--- config.mk ---
export PLATFORM = sky130hd
export DESIGN_NAME = native_req_master
export DESIGN_NICKNAME = d
export VERILOG_FILES = /design/src/rtl/native_req_master.sv
export SDC_FILE = /design/constraint.sdc
export NUM_CORES = 1
export LEC_CHECK = 0
export ABC_AREA = 1
export CORE_MARGIN = 1.5
export CORE_UTILIZATION = 45
export CTS_BUF_LIST = sky130_fd_sc_hd__clkbuf_16
export CTS_CLUSTER_SIZE = 14
export DETAILED_ROUTE_END_ITERATION = 12
export PLACE_DENSITY = 0.78
export SLEW_MARGIN = 10
export SYNTH_ARGS = -nofsm -noshare
export SYNTH_HDL_FRONTEND = slang
export SYNTH_SLANG_ARGS = --single-unit
--- constraint.sdc ---
create_clock -name clk -period 13.44 [get_ports clk]
set_input_delay 2.016 -clock clk [delete_from_list [all_inputs] [get_ports clk]]
set_output_delay 2.016 -clock clk [all_outputs]
set_load 0.05 [all_outputs]
--- src/rtl/native_req_master.sv ---
// Command-queued native-port initiator: a small FIFO feeds a one-at-a-time valid/ready issue FSM.
// Optional request watchdog enabled by defining NATIVE_REQ_TIMEOUT_EN.
module native_req_master #(
  parameter int ADDR_W      = 32,
  parameter int DATA_W      = 32,
  parameter int FIFO_AW     = 2,
  parameter int TIMEOUT_CYC = 255
) (
  input  logic                  clk,
  input  logic                  reset,
  input  logic                  cmd_valid,
  output logic                  cmd_ready,
  input  logic [ADDR_W-1:0]     cmd_addr,
  input  logic [DATA_W-1:0]     cmd_wdata,
  input  logic [DATA_W/8-1:0]   cmd_wstrb,
  output logic                  valid,
  output logic [ADDR_W-1:0]     addr,
  output logic [DATA_W-1:0]     wdata,
  output logic [DATA_W/8-1:0]   wstrb,
  input  logic                  ready,
  input  logic [DATA_W-1:0]     rdata,
  output logic                  rsp_valid,
  input  logic                  rsp_ready,
  output logic [DATA_W-1:0]     rsp_rdata,
  output logic                  rsp_write,
  output logic                  rsp_err,
  output logic                  busy,
  output logic [15:0]           txn_cnt
);
  localparam int NBYTES = DATA_W / 8;
  localparam int DEPTH  = 2 ** FIFO_AW;
  localparam int ENT_W  = ADDR_W + DATA_W + NBYTES;

  if (TIMEOUT_CYC < 1 || (DATA_W % 8) != 0) begin : g_param_chk
    $error("native_req_master: TIMEOUT_CYC must be >= 1 and DATA_W a multiple of 8");
  end

  typedef enum logic [1:0] {IDLE, REQ, RSP, GAP} state_t;

  state_t              state_q, state_d;
  logic [FIFO_AW:0]    wptr_q, wptr_d, rptr_q, rptr_d;
  logic [ENT_W-1:0]    mem_q [DEPTH];
  logic                valid_q, valid_d;
  logic [ADDR_W-1:0]   addr_q, addr_d;
  logic [DATA_W-1:0]   wdata_q, wdata_d;
  logic [NBYTES-1:0]   wstrb_q, wstrb_d;
  logic                rsp_valid_q, rsp_valid_d;
  logic [DATA_W-1:0]   rsp_rdata_q, rsp_rdata_d;
  logic                rsp_write_q, rsp_write_d;
  logic [15:0]         txn_cnt_q, txn_cnt_d;
  logic                empty, full, push, pop;

`ifdef NATIVE_REQ_TIMEOUT_EN
  localparam int TMO_W = $clog2(TIMEOUT_CYC + 1);
  logic [TMO_W-1:0]    tmo_cnt_q, tmo_cnt_d;
  logic                rsp_err_q, rsp_err_d;
`endif

  // Extra pointer bit separates full from empty when the index bits match.
  assign empty = (wptr_q == rptr_q);
  assign full  = (wptr_q[FIFO_AW] != rptr_q[FIFO_AW]) &&
                 (wptr_q[FIFO_AW-1:0] == rptr_q[FIFO_AW-1:0]);
  assign push  = cmd_valid && !full;

  always_comb begin
    state_d     = state_q;
    valid_d     = valid_q;
    addr_d      = addr_q;
    wdata_d     = wdata_q;
    wstrb_d     = wstrb_q;
    rsp_valid_d = rsp_valid_q;
    rsp_rdata_d = rsp_rdata_q;
    rsp_write_d = rsp_write_q;
    txn_cnt_d   = txn_cnt_q;
    pop         = 1'b0;
`ifdef NATIVE_REQ_TIMEOUT_EN
    tmo_cnt_d   = tmo_cnt_q;
    rsp_err_d   = rsp_err_q;
`endif
    case (state_q)
      IDLE: begin
        if (!empty) begin
          pop                       = 1'b1;
          {addr_d, wdata_d, wstrb_d} = mem_q[rptr_q[FIFO_AW-1:0]];
          valid_d                   = 1'b1;
          state_d                   = REQ;
`ifdef NATIVE_REQ_TIMEOUT_EN
          tmo_cnt_d                 = '0;
`endif
        end
      end
      REQ: begin
`ifdef NATIVE_REQ_TIMEOUT_EN
        tmo_cnt_d = tmo_cnt_q + 1'b1;
`endif
        if (ready) begin
          valid_d     = 1'b0;
          rsp_valid_d = 1'b1;
          rsp_write_d = |wstrb_q;
          rsp_rdata_d = (|wstrb_q) ? '0 : rdata;
          state_d     = RSP;
`ifdef NATIVE_REQ_TIMEOUT_EN
          rsp_err_d   = 1'b0;
`endif
        end
`ifdef NATIVE_REQ_TIMEOUT_EN
        else if (tmo_cnt_d == TMO_W'(TIMEOUT_CYC)) begin
          valid_d     = 1'b0;
          rsp_valid_d = 1'b1;
          rsp_write_d = |wstrb_q;
          rsp_rdata_d = '0;
          rsp_err_d   = 1'b1;
          state_d     = RSP;
        end
`endif
      end
      RSP: begin
        if (rsp_ready) begin
          rsp_valid_d = 1'b0;
          txn_cnt_d   = txn_cnt_q + 16'd1;
          state_d     = GAP;
        end
      end
      default: state_d = IDLE;
    endcase
    wptr_d = wptr_q + {{FIFO_AW{1'b0}}, push};
    rptr_d = rptr_q + {{FIFO_AW{1'b0}}, pop};
  end

  always_ff @(posedge clk or posedge reset) begin
    if (reset) begin
      state_q     <= IDLE;
      wptr_q      <= '0;
      rptr_q      <= '0;
      valid_q     <= 1'b0;
      addr_q      <= '0;
      wdata_q     <= '0;
      wstrb_q     <= '0;
      rsp_valid_q <= 1'b0;
      rsp_rdata_q <= '0;
      rsp_write_q <= 1'b0;
      txn_cnt_q   <= '0;
`ifdef NATIVE_REQ_TIMEOUT_EN
      tmo_cnt_q   <= '0;
      rsp_err_q   <= 1'b0;
`endif
    end else begin
      state_q     <= state_d;
      wptr_q      <= wptr_d;
      rptr_q      <= rptr_d;
      valid_q     <= valid_d;
      addr_q      <= addr_d;
      wdata_q     <= wdata_d;
      wstrb_q     <= wstrb_d;
      rsp_valid_q <= rsp_valid_d;
      rsp_rdata_q <= rsp_rdata_d;
      rsp_write_q <= rsp_write_d;
      txn_cnt_q   <= txn_cnt_d;
`ifdef NATIVE_REQ_TIMEOUT_EN
      tmo_cnt_q   <= tmo_cnt_d;
      rsp_err_q   <= rsp_err_d;
`endif
    end
  end

  // Queue storage holds data only; emptiness is tracked by the reset pointers.
  always_ff @(posedge clk) begin
    if (push) mem_q[wptr_q[FIFO_AW-1:0]] <= {cmd_addr, cmd_wdata, cmd_wstrb};
  end

  assign cmd_ready = !full;
  assign valid     = valid_q;
  assign addr      = addr_q;
  assign wdata     = wdata_q;
  assign wstrb     = wstrb_q;
  assign rsp_valid = rsp_valid_q;
  assign rsp_rdata = rsp_rdata_q;
  assign rsp_write = rsp_write_q;
  assign txn_cnt   = txn_cnt_q;
  assign busy      = !empty || (state_q != IDLE);
`ifdef NATIVE_REQ_TIMEOUT_EN
  assign rsp_err   = rsp_err_q;
`else
  assign rsp_err   = 1'b0;
`endif

endmodule

==> results of run 1 <==
## critical path, delay by kind of cell (launching register included)
kind,cells,cell delay [ns]
flip-flops,1,0.40
AND/OR/NAND/NOR,1,0.52
buffers and inverters,2,0.99
adder cells (fa/ha/maj),1,0.73
## Yosys cell counts, drive strengths merged
| cell | instances |
|---|---|
| edfxtp | 272 |
| o22ai | 1 |
| nand3 | 78 |
| nand2 | 187 |
| nand4 | 2 |
| inv | 26 |
| dfrtp | 127 |
| and2 | 1 |
| conb | 1 |
| nor2 | 229 |
| a22o | 32 |
| clkbuf | 25 |
| or2 | 1 |
| nand3b | 1 |
| ha | 8 |
| buf | 48 |
| xnor2 | 8 |
| nor3 | 2 |
| o21ai | 207 |
| xor2 | 7 |
## final timing paths
| kind | endpoint | slack (ns) | depth (start not counted) |
|---|---|---|---|
| hold / removal | wdata[0] | 0.47 | 2 |
| hold reg to reg | wdata[0] | 0.47 | 2 |
| setup / recovery | busy | 8.20 | 4 |
| min in group asynchronous | rsp_rdata[21] | 1.94 | 2 |
| setup reg to reg | mem_q[3][19] | 9.76 | 6 |
| max in group asynchronous | rsp_rdata[19] | 10.22 | 3 |
## placed cells by master, fill, tap and decap left out
cell type	n
bufinv_16	3
nand2_2	1
nor2_1	225
xnor2_1	8
inv_1	34
ha_4	1
and2_4	1
nand4_1	2
xor2_1	7
nor3_1	2
edfxtp_1	272
nand3b_1	1
conb_1	1
inv_4	1
nand3_1	78
a22o_1	32
o22ai_1	1
nor2_4	4
clkdlybuf4s50_1	225
clkinv_1	9
nand2_1	184
o21ai_1	52
inv_6	1
buf_4	8
clkinv_8	2
o21ai_0	155
clkinv_2	6
dfrtp_1	125
or2_2	1
clkinvlp_4	1
ha_1	7
dfrtp_4	2
clkbuf_16	39
nand2_4	2
## stage by stage
stage / utilization [%] / cell area, um2 / setup WS (ns) / hold slack, ns
after floorplan: - / 15400 / 7.94 / 0.463
after global placement: 53.4 / 17900 / 8.76 / 0.455
after detailed placement: 53.4 / 17900 / 8.70 / 0.457
after CTS: 57.0 / 19200 / 8.19 / 0.477
after global routing: 57.0 / 19200 / 8.03 / 0.496
final: 57.0 / 19200 / 8.20 / 0.472
## area by class of cell
| class | instances | area share [%] |
|---|---|---|
| clock buffer | 39 | 5.10 |
| clock inverter | 31 | 1.21 |
| timing repair buffer | 233 | 12.1 |
| sequential | 399 | 59.3 |
| tap | 448 | 2.93 |
| multi-input combinational | 765 | 18.9 |
| inverter | 26 | 0.549 |
## routing by layer
metal  up-vias  wire, um
li1       4793         -
met3        57      2360
met5         -        11
met2       356     17500
met1      4953     14700
met4         2       704
## state kept, by name, indices dropped and copies added (netlist names)
register,cells
mem_q,272
addr,32
rsp_rdata,32
wdata,32
txn_cnt,16
wstrb,4
rptr_q,3
wptr_q,3
state_q,2
rsp_valid,1
rsp_write,1
valid,1
## cells by family after synthesis
kind of cell             Yosys count  share of synthesized area, %
AO/OA/AOI/OAI                    240                          8.59
XOR/XNOR                          15                         0.853
adder cells (fa/ha/maj)            8                         0.650
buffers and inverters             99                          3.17
flip-flops                       399                          73.7
other                              1                        0.0243
AND/OR/NAND/NOR                  501                          13.0
## where the power goes
part           leakage, uW  switching (uW)  internal [uW]
Sequential         0.00411             205           1710
Clock             0.000628             450            586
Combinational      0.00262            1420            625
Total              0.00736            2070           2920
==> impl_metrics.env, run 1 <==
export IMPL_cts_resized=0
export IMPL_regArea_um2=11400
export IMPL_worst_slew_pin_slew_ns=1.12
export IMPL_cts_made_buffers=39
export IMPL_synth_distinct_cells=28
export IMPL_syn_nets=1376
export IMPL_cts_root_buf="clkbuf_16"
export IMPL_busiest_layer="met2"
export IMPL_cp_max_fo=72
export IMPL_fin_skew_ns=0.0143
export IMPL_critPathArrivalTime_ns=3.23
export IMPL_yosysWarnings=0
export IMPL_multi_input_area_um2=3610
export IMPL_cp_startpoint="state_q[0]"
export IMPL_use_met1_pct=26.1
export IMPL_period_share_pct=39.0
export IMPL_syn_to_final_growth_pct=24.4
export IMPL_use_met3_pct=4.29
export IMPL_fmax_ghz=0.191
export IMPL_syn_area_um2=15400
export IMPL_path_cells="inv_1, ha_4, nand4_1, clkdlybuf4s50_1"
export IMPL_crit_type="flop to output pin"
export IMPL_path_clk_slew_ns=0.06
export IMPL_crit_path_start_kind="flop"
export IMPL_slew_viol_final=0
export IMPL_dp_cells=1871
export IMPL_grt_max_degree=79
export IMPL_wl_per_cell_um=18.2
export IMPL_start_util_pct=45.8
export IMPL_min_from="wdata[0]"
export IMPL_use_met2_pct=33.7
export IMPL_setup_viol=0
export IMPL_rows=67
export IMPL_diodes=0
export IMPL_grt_pass1_wl_mm=55.9
export IMPL_viasPerCell=5.23
export IMPL_nFillCells=2664
export IMPL_fin_crit_ns=5.24
export IMPL_rsz0062_at_grt="no"
export IMPL_dieWidth_um=188
export IMPL_antenna_found_initial=1
export IMPL_worst_ep_required_time_ns=11.42
export IMPL_overflow=0
export IMPL_setup_tns_ns=0
export IMPL_max_stage_delay_ns=0.86
export IMPL_ant_nets=0
export IMPL_drive_above_1_share_pct=4.89
export IMPL_clock_sinks=399
export IMPL_r2r_start="rptr_q[0]"
export IMPL_hold_path_class="flop to flop"
export IMPL_die_area_um2=35300
export IMPL_gp_congestion=0.827
export IMPL_io_pins=227
export IMPL_dp_hpwl_mm=21.8
export IMPL_cts_max_level=2
export IMPL_crit_slowest_cell="clkdlybuf4s50_1"
export IMPL_clock_latency_ns=0.54
export IMPL_drc=0
export IMPL_peakVddDrop_v=0.000173
export IMPL_die_height_um=188
export IMPL_cts_hold_buf=0
export IMPL_cts_tree="done"
export IMPL_first_pass_iters=5
export IMPL_postCtsSetupBuffers=0
export IMPL_ys_ff_latch=399
export IMPL_syn_inst=1263
export IMPL_core_um2=33600
export IMPL_syn_area_per_cell_um2=12.2
export IMPL_final_nets=1577
export IMPL_yosys_top_cells_area="edfxtp_1, dfrtp_1, nor2_1"
export IMPL_cp_end_kind="output pin"
export IMPL_drv_cap=0
export IMPL_total_leakage_power_uw=0.00736
export IMPL_wl_mm=35.2
export IMPL_power_density_nw_per_um2=261
export IMPL_final_cell_count_no_fill=1941
export IMPL_first_global_vias=10400
export IMPL_finalHoldViolCount=0
export IMPL_status="completed"
export IMPL_grt_usage_pct=20.0
export IMPL_port_buffer_count=225
export IMPL_vias=10200
export IMPL_yosys_area_top_type="edfxtp_1"
export IMPL_synth_seq_area_share_pct=73.7
export IMPL_drt_iter0_markers=856
export IMPL_power_uw=4990
export IMPL_cts_buffer_depth=3
export IMPL_yosysTopAreaCellShare_pct=53.0
export IMPL_slew_headroom_pct=25.4
Note: power is estimated with default switching activity, not from simulation.
==> inputs of run 2 (changes only) <==
Settings changed: PLACE_DENSITY 0.78 to 0.81.
Clock period 13.44 ns to 4.8 ns, I/O delays scaled along.
==> run 2 against run 1 <==
Against the previous run:
- first-iteration DRC count shrank 19%
- critical path depth decreased by 1
- sequential cell count did not move
- core utilization up 0.51 points
- die area stayed put
- routed wire length shrank 2.3%
- sequential share of layout area down 0.52 points
- clock power rose to 3.0 times the previous value
- sequential power grew to 2.8 times the previous value
- global-route usage shrank 0.42 points
- critical endpoint unchanged
- largest cell class unchanged
- highest routed layer is now met4
==> impl_metrics.env, run 2 (synthesized netlist as in run 1, its figures left out) <==
export IMPL_status="completed"
export IMPL_cts_max_level=2
export IMPL_grt_pass1_wl_mm=55.0
export IMPL_reg2regPathDepth=6
export IMPL_largest_reg_flops=272
export IMPL_cts_hold_buf=0
export IMPL_critPathArrivalTime_ns=2.79
export IMPL_final_nets=1583
export IMPL_drt_iter0_markers=693
export IMPL_cp_max_fo=67
export IMPL_port_buffer_count=225
export IMPL_syn_to_final_growth_pct=25.5
export IMPL_die_area_um2=35300
export IMPL_power_density_nw_per_um2=736
export IMPL_regArea_um2=11400
export IMPL_clock_sinks=399
export IMPL_cts_resized=0
export IMPL_wl_mm=34.4
export IMPL_fmax_ghz=0.285
export IMPL_slew_viol_final=0
export IMPL_die_height_um=188
export IMPL_first_pass_iters=7
export IMPL_overflow=0
export IMPL_first_global_vias=10400
export IMPL_cts_buffer_depth=3
export IMPL_vias=10200
export IMPL_drv_cap=0
export IMPL_nFillCells=2618
export IMPL_r2r_start="rptr_q[0]"
export IMPL_cp_end_kind="output pin"
export IMPL_final_common_cell="edfxtp_1"
export IMPL_ff2ff_setup_slack_ns=1.81
export IMPL_finalHoldViolCount=0
export IMPL_setup_tns_ns=0
export IMPL_path_clk_slew_ns=0.06
export IMPL_slew_headroom_pct=26.3
export IMPL_gp_congestion=0.793
export IMPL_setup_viol=0
export IMPL_crit_type="flop to output pin"
export IMPL_min_path_cells=2
export IMPL_io_pins=227
export IMPL_clock_latency_ns=0.53
export IMPL_layout_common_cells="edfxtp_1, nor2_1, clkdlybuf4s50_1"
export IMPL_min_to="addr[17]"
export IMPL_cts_made_buffers=41
export IMPL_wl_per_cell_um=17.6
export IMPL_multi_input_area_um2=3610
export IMPL_postCtsSetupBuffers=0
export IMPL_drive_above_1_share_pct=5.19
export IMPL_grt_max_degree=115
export IMPL_viasPerCell=5.24
export IMPL_dieWidth_um=188
export IMPL_core_um2=33600
export IMPL_cts_root_buf="clkbuf_16"
export IMPL_cts_tree="done"
export IMPL_crit_path_start_kind="flop"
export IMPL_worst_slew_pin_slew_ns=1.11
export IMPL_dp_hpwl_mm=19.6
export IMPL_fin_crit_ns=3.51
export IMPL_rsz0062_at_grt="no"
export IMPL_peakVddDrop_v=0.000468
export IMPL_antenna_found_initial=0
export IMPL_ant_nets=0
export IMPL_min_from="addr[17]"
export IMPL_postLayoutCellArea_um2=19300
export IMPL_grt_usage_pct=19.6
export IMPL_total_leakage_power_uw=0.00746
export IMPL_fin_skew_ns=0.0199
export IMPL_reg2reg_to="mem_q[1][6]"
export IMPL_drc=0
export IMPL_hold_path_class="flop to flop"
export IMPL_placed_area_um2=18000
export IMPL_worst_ep_required_time_ns=4.08
export IMPL_diodes=0
export IMPL_period_share_pct=73.1
export IMPL_start_util_pct=45.8
export IMPL_rows=67
-- run 2: cell count changes in the layout (fill, tap and decap cells not counted), sizes merged --
| cell | previous run | this run |
|---|---|---|
| bufinv | 3 | 4 |
| buf | 8 | 12 |
| clkbuf | 39 | 43 |
| inv | 36 | 44 |
| clkinv | 17 | 11 |
| clkinvlp | 1 | 0 |
-- run 2: final cells by class --
cell class,count,share of cell area (%)
clock buffer,43,5.57
clock inverter,33,1.28
inverter,26,0.544
multi-input combinational,765,18.7
sequential,399,58.8
tap,448,2.90
timing repair buffer,237,12.3
-- run 2: per-layer routing --
metal  GRT usage [%]  wire length (um)  share of wire (%)  vias up
met5               0                 0                  0        -
met4            6.43               687                2.0        0
met3            4.32              2400                7.0       51
met2            33.1             16800                 49      386
met1            25.1             14500                 42     4981
li1                -                 -                  -     4804
-- run 2: how the worst max path moves through the flow --
stage | start | end | slack [ns] | cells after the start
after floorplan | wptr_q[1] | mem_q[0][0] | 0.1 | 5
after global placement | rptr_q[0] | mem_q[1][49] | 1.82 | 6
after detailed placement | rptr_q[0] | mem_q[1][26] | 1.75 | 6
after CTS | rptr_q[0] | busy | 1.23 | 3
after global routing | rptr_q[0] | busy | 1.14 | 3
final | rptr_q[0] | busy | 1.29 | 3
-- run 2: worst max-delay path, cell delays in order, from the launching register on --
cell and delay [ns]:
dfrtp_4 0.86, xnor2_1 0.21, nand4_1 0.35, clkdlybuf4s50_1 0.84
-- run 2: power breakdown --
part           switching, uW  leakage (uW)  total [uW]  internal (uW)
Clock                   1260      0.000705        3090           1830
Sequential               517       0.00411        5300           4780
Combinational           4050       0.00264        5830           1780
-- run 2: stage by stage --
step | power [uW] | hold WS [ns] | cells | util, % | worst slack (ns)
6_report | 14200 | 0.467 | 1951 | 57.5 | 1.29
4_1_cts | 14400 | 0.473 | 1951 | 57.5 | 1.23
3_5_place_dp | 11200 | 0.458 | 1875 | 53.5 | 1.75
2_1_floorplan | 9360 | 0.463 | 1263 | - | 0.0991
5_1_grt | 15000 | 0.493 | 1951 | 57.5 | 1.14
3_3_place_gp | 11000 | 0.455 | 1875 | 53.5 | 1.82
